**config.mk**
```make
export PLATFORM = sky130hd
export DESIGN_NAME = mips_register_file_flat
export DESIGN_NICKNAME = d
export VERILOG_FILES = /design/src/rtl/mips_register_file_if.sv /design/src/rtl/mips_register_file.sv /design/src/flat_wrapper.sv
export SDC_FILE = /design/constraint.sdc
export NUM_CORES = 2
export LEC_CHECK = 0
export BUFFER_PORTS_ARGS = -buffer_cell sky130_fd_sc_hd__clkbuf_2
export CAP_MARGIN = 20
export CORE_MARGIN = 2
export CORE_UTILIZATION = 55
export CTS_BUF_LIST = sky130_fd_sc_hd__clkbuf_4 sky130_fd_sc_hd__clkbuf_8 sky130_fd_sc_hd__clkbuf_16
export DETAILED_ROUTE_END_ITERATION = 10
export PLACE_DENSITY = 0.75
export SETUP_SLACK_MARGIN = 0.1
export SYNTH_ARGS = -nofsm -noshare
export SYNTH_HDL_FRONTEND = slang
export SYNTH_SLANG_ARGS = --single-unit
```
**constraint.sdc**
```tcl
create_clock -name clk -period 4.3 [get_ports clk]
set_clock_uncertainty 0.05 [all_clocks]
set_input_delay 0.86 -clock clk [delete_from_list [all_inputs] [get_ports clk]]
set_output_delay 0.86 -clock clk [all_outputs]
set_load 0.02 [all_outputs]
```
**src/rtl/mips_register_file_if.sv**
```systemverilog
// Register-file port bundle between the monocycle datapath and the register file.
// master: datapath/control side (drives indices, write enable and write data).
// slave : register file (returns the three combinational read ports).
//   RegWrite   write enable
//   ReadReg1/2 rs/rt read indices      -> ReadData1/2
//   WriteReg   destination index       WriteData  value to write
//   DbgAddr    debug read index        -> DbgData
interface mips_register_file_if #(
    parameter int unsigned DATA_WIDTH = 32,
    parameter int unsigned ADDR_WIDTH = 5
);
    logic                  RegWrite;
    logic [ADDR_WIDTH-1:0] ReadReg1;
    logic [ADDR_WIDTH-1:0] ReadReg2;
    logic [ADDR_WIDTH-1:0] WriteReg;
    logic [DATA_WIDTH-1:0] WriteData;
    logic [DATA_WIDTH-1:0] ReadData1;
    logic [DATA_WIDTH-1:0] ReadData2;
    logic [ADDR_WIDTH-1:0] DbgAddr;
    logic [DATA_WIDTH-1:0] DbgData;

    modport master (
        output RegWrite, ReadReg1, ReadReg2, WriteReg, WriteData, DbgAddr,
        input  ReadData1, ReadData2, DbgData
    );

    modport slave (
        input  RegWrite, ReadReg1, ReadReg2, WriteReg, WriteData, DbgAddr,
        output ReadData1, ReadData2, DbgData
    );
endinterface

```
**src/rtl/mips_register_file.sv**
```systemverilog
// 32 x 32-bit MIPS general-purpose register file.
// Ports:
//   clk    system clock, all updates on the rising edge
//   rst_n  synchronous active-low reset ($gp/$sp get their ABI start values)
//   bus    mips_register_file_if.slave: two combinational operand read ports,
//          one debug read port, one write port
// Reads have no write-to-read bypass: WriteData is derived combinationally from
// ReadData through the ALU, so a bypass would close a combinational loop.
module mips_register_file #(
    parameter int unsigned          DATA_WIDTH = 32,
    parameter int unsigned          ADDR_WIDTH = 5,
    parameter logic [DATA_WIDTH-1:0] GP_INIT   = 32'h1000_8000,
    parameter logic [DATA_WIDTH-1:0] SP_INIT   = 32'h7FFF_EFFC
) (
    input  logic                   clk,
    input  logic                   rst_n,
    mips_register_file_if.slave    bus
);
    localparam int unsigned          NUM_REGS = 2 ** ADDR_WIDTH;
    localparam logic [ADDR_WIDTH-1:0] ZERO_IDX = ADDR_WIDTH'(0);
    localparam logic [ADDR_WIDTH-1:0] GP_IDX   = ADDR_WIDTH'(28);
    localparam logic [ADDR_WIDTH-1:0] SP_IDX   = ADDR_WIDTH'(29);

    logic [DATA_WIDTH-1:0] regs [NUM_REGS];

    // Storage update: reset wins over any write; writes to r0 are dropped so
    // r0 storage stays zero forever.
    always_ff @(posedge clk) begin
        if (!rst_n) begin
            for (int i = 0; i < int'(NUM_REGS); i++) begin
                regs[i] <= '0;
            end
            regs[GP_IDX] <= GP_INIT;
            regs[SP_IDX] <= SP_INIT;
        end else if (bus.RegWrite && (bus.WriteReg != ZERO_IDX)) begin
            regs[bus.WriteReg] <= bus.WriteData;
        end
    end

    // Zero-latency read ports; index 0 is forced to zero independently of storage.
    always_comb begin
        bus.ReadData1 = '0;
        bus.ReadData2 = '0;
        bus.DbgData   = '0;
        if (bus.ReadReg1 != ZERO_IDX) begin
            bus.ReadData1 = regs[bus.ReadReg1];
        end
        if (bus.ReadReg2 != ZERO_IDX) begin
            bus.ReadData2 = regs[bus.ReadReg2];
        end
        if (bus.DbgAddr != ZERO_IDX) begin
            bus.DbgData = regs[bus.DbgAddr];
        end
    end
endmodule
```
**src/flat_wrapper.sv**
```systemverilog
// flat-port wrapper written by rule: the top's interface ports become plain ports
module mips_register_file_flat 
#(
    parameter int unsigned          DATA_WIDTH = 32,
    parameter int unsigned          ADDR_WIDTH = 5,
    parameter logic [DATA_WIDTH-1:0] GP_INIT   = 32'h1000_8000,
    parameter logic [DATA_WIDTH-1:0] SP_INIT   = 32'h7FFF_EFFC
)
  (clk, rst_n, bus_RegWrite, bus_ReadReg1, bus_ReadReg2, bus_WriteReg, bus_WriteData, bus_DbgAddr, bus_ReadData1, bus_ReadData2, bus_DbgData);
  mips_register_file_if #(.DATA_WIDTH(DATA_WIDTH), .ADDR_WIDTH(ADDR_WIDTH)) bus_i ();
  input  logic clk;
  input  logic rst_n;
  input wire logic [$bits(bus_i.RegWrite)-1:0] bus_RegWrite;
  input wire logic [$bits(bus_i.ReadReg1)-1:0] bus_ReadReg1;
  input wire logic [$bits(bus_i.ReadReg2)-1:0] bus_ReadReg2;
  input wire logic [$bits(bus_i.WriteReg)-1:0] bus_WriteReg;
  input wire logic [$bits(bus_i.WriteData)-1:0] bus_WriteData;
  input wire logic [$bits(bus_i.DbgAddr)-1:0] bus_DbgAddr;
  output wire logic [$bits(bus_i.ReadData1)-1:0] bus_ReadData1;
  output wire logic [$bits(bus_i.ReadData2)-1:0] bus_ReadData2;
  output wire logic [$bits(bus_i.DbgData)-1:0] bus_DbgData;
  assign bus_i.RegWrite = bus_RegWrite;
  assign bus_i.ReadReg1 = bus_ReadReg1;
  assign bus_i.ReadReg2 = bus_ReadReg2;
  assign bus_i.WriteReg = bus_WriteReg;
  assign bus_i.WriteData = bus_WriteData;
  assign bus_i.DbgAddr = bus_DbgAddr;
  assign bus_ReadData1 = bus_i.ReadData1;
  assign bus_ReadData2 = bus_i.ReadData2;
  assign bus_DbgData = bus_i.DbgData;
  mips_register_file #(.DATA_WIDTH(DATA_WIDTH), .ADDR_WIDTH(ADDR_WIDTH), .GP_INIT(GP_INIT), .SP_INIT(SP_INIT)) u_core (.clk(clk), .rst_n(rst_n), .bus(bus_i));
endmodule
```
==> flow_summary.toml <==
[pwr]
leakagePower_nw = 25.19
combPwrFrac_pct = 17.4
p_sw_mw = 7.398
power.ir.vdd_worst_mv = 0.3178
power_density_nw_per_um2 = 366.3
p_sw_share_pct = 28.20
seq_power_share_pct = 45.8
internal_power_mw = 18.83
power.clock.fraction_pct = 36.8

[worst_hold_path]
worst_hold_startpoint = "bus_WriteReg[1]"
hp-class = "in2reg"

[grt]
grt_overflow_total = 0
grt_antenna_before_repair = 26
grt_max_degree = 69
track_usage_pct = 43.43
grt_pass1_vias = 46780
grt_first_pass_wirelength_um = 354700

[sta]
max_freq_ghz = 0.2365
number_of_failing_hold_endpoints_at_the_final_stage = 0
rsz0062_at_grt = "false"
final_period_minus_worst_setup_slack_ns = 4.229
finalSetupViolCount = 0
timing_max_transition_violations_final = 0
worstMarginPinSlew_ns = 1.139
period_share_pct = 98.35
max_slew_margin_pct = 23.89
layout_setup_ws_ns = 0.07083

[drt]
route.detailed.drc = 0
route.detailed.vias_per_inst = 7.892
drt_iter0_drc = 10180
drt_pass1_iterations = 9
totalWireLength_um = 257600
detailroute.via_count = 48800
route.antenna.remaining_nets = 0
final_routed_wire_length_divided_by_cell_count_um = 41.66

[logic_synthesis]
netlist_area_um2 = 63340
netlist-cell-type-count = 41
syn-mean-instance-area_um2 = 14.21
warnings_from_yosys = 0
synthesis.instances = 4457
synth_sequential_area_ratio_pct = 48.55
synth.ff_latch_count = 1024

[clock_tree]
cts_inserted_buffers = 110
holdBufCountCts = 0
clkSinkCount = 1024
h-tree-depth = 3
clk_root_buffer_cell = "clkbuf_16"
cts.reportedPaths.clkPinSlew_ns = 0.06
post-cts-setup-buffers = 0
tritoncts_clock_tree = "yes"
max_clock_buf_depth = 3

[worst_setup_path]
worstPathArrival_ns = 3.32
cp_max_fo = 30
worst_ep_required_time_ns = 3.39
setup.worst_path.end_class = "output port"
timing_worst_setup_path_type = "in2out"
setup.worst_path.start_class = "input port"
crit_path_start = "bus_DbgAddr[1]"

[flow_run]
max_cap_violations = 0

[floorplan]
die_area_um2 = 117900
top_level_ports = 151
design.core.area_um2 = 114300
die_h_um = 343.4
placementRows = 124
initial_utilization_pct = 55.39
fp.dieW_um = 343.4

[placement]
place_hpwl_um = 159000
finalWeightedCongestion = 0.9958
placedInstanceArea_um2 = 67910
port_buffers = 150
placement.setup.worst_slack_ns = -0.2237

[layout]
layout_top_registers = "u_core.regs (1024)"
mostFrequentLayoutCell = "edfxtp_1"
cell_area_after_layout_um2 = 71610
largest_register_ff_count = 1024
drive_gt1_share_pct = 31.51
area_growth_syn_to_layout_pct = 13.05
finalNetCount = 4618
layout.cells.most_common_list = "edfxtp_1, and2_1, mux4_2, mux2i_1, buf_4"
registers.top_by_ff_count = "u_core.regs"

[run_status]
run_status = "finished clean"
area by class of cell:
type	instances	area, um2
clock inverter	70	639.4
fill	8169	42740
antenna	19	47.55
tap	1512	1892
sequential	1024	30750
inverter	4	20.02
timing repair buffer	486	4412
multi-input combinational	2937	30900
clock buffer	132	2953
Yosys cell counts, drive strengths merged:
| cell type | instances | area share [%] |
|---|---|---|
| and2 | 965 | 9.6 |
| a21oi | 32 | 0.25 |
| nand3b | 4 | 0.047 |
| or2 | 2 | 0.020 |
| inv | 4 | 0.024 |
| or3b | 3 | 0.041 |
| mux4 | 576 | 21 |
| nand4b | 2 | 0.038 |
| mux2 | 96 | 1.7 |
| buf | 200 | 2.1 |
| o21ai | 144 | 1.1 |
| or4 | 2 | 0.036 |
| a221oi | 81 | 1.4 |
| nor2b | 71 | 0.70 |
| and3 | 1 | 0.0099 |
| mux2i | 384 | 6.1 |
| a211oi | 96 | 1.1 |
| nand3 | 1 | 0.0079 |
| conb | 1 | 0.0059 |
| edfxtp | 1024 | 49 |
| clkbuf | 323 | 1.9 |
| nor2 | 41 | 0.24 |
| o2111ai | 15 | 0.21 |
| nand2 | 97 | 0.57 |
| or3 | 33 | 0.33 |
| nand4 | 33 | 0.33 |
| o221ai | 64 | 0.88 |
| a22oi | 96 | 1.1 |
| nand2b | 2 | 0.020 |
| a311oi | 64 | 0.88 |
power by group through the flow:
| stage | sequential [mW] | clock (mW) | combinational (mW) |
|---|---|---|---|
| 2_1_floorplan | 12.0 | 0 | 2.67 |
| 3_3_place_gp | 12.1 | 0 | 4.30 |
| 3_5_place_dp | 12.2 | 0 | 4.34 |
| 4_1_cts | 12.0 | 9.59 | 4.36 |
| 5_1_grt | 12.0 | 9.95 | 4.59 |
| 6_report | 12.0 | 9.65 | 4.57 |
path summary, 6_finish.rpt:
check | slack, ns | cells after the start | end
worst max-delay path | 0.07 | 8 | bus_DbgData[25]
worst min-delay path | 0.73 | 3 | u_core.regs[28][28]$_SDFFCE_PN1P_
routing by layer:
layer  part of all wire [%]  GRT usage [%]
met1                     31          53.56
met4                    8.3          29.94
met2                     41          60.16
met3                     19          20.80
met5                  0.098          1.242
worst max-delay path, cell delays in order:
cell and delay (ns):
buf_6 0.25, or3b_4 0.58, buf_12 0.25, o221ai_1 0.25, a21oi_1 0.07, a211oi_1 0.51
buf_4 0.26, clkbuf_2 0.18
timing repair:
action / in CTS / in global routing
endpoints found under the setup margin: 1 / 8
pin swaps: 0 / 1
resized for setup: 2 / 8
cells by family (layout without fill, tap and decap cells):
group	Yosys count	after routing	synth area share, %
simple gates	1257	1257	11.96
mux	1056	1056	28.39
flops	1024	1024	48.55
compound gates	592	592	7.080
buf+inv	527	692	4.014
other cells	1	51	0.005920
through the flow:
step	power, mW	hold slack (ns)	util, %	setup TNS [ns]	cells
finish	26.23	0.7291	62.63	0	6184
CTS	25.92	0.6832	62.55	0	6165
global route	26.59	0.7163	62.60	0	6171
global placement	16.43	1.437	59.35	-0.1871	5961
floorplan	14.69	0.9895	-	-46.09	4488
detailed placement	16.51	1.440	59.39	-0.2237	5963
Note: power is estimated with default switching activity, not from simulation.
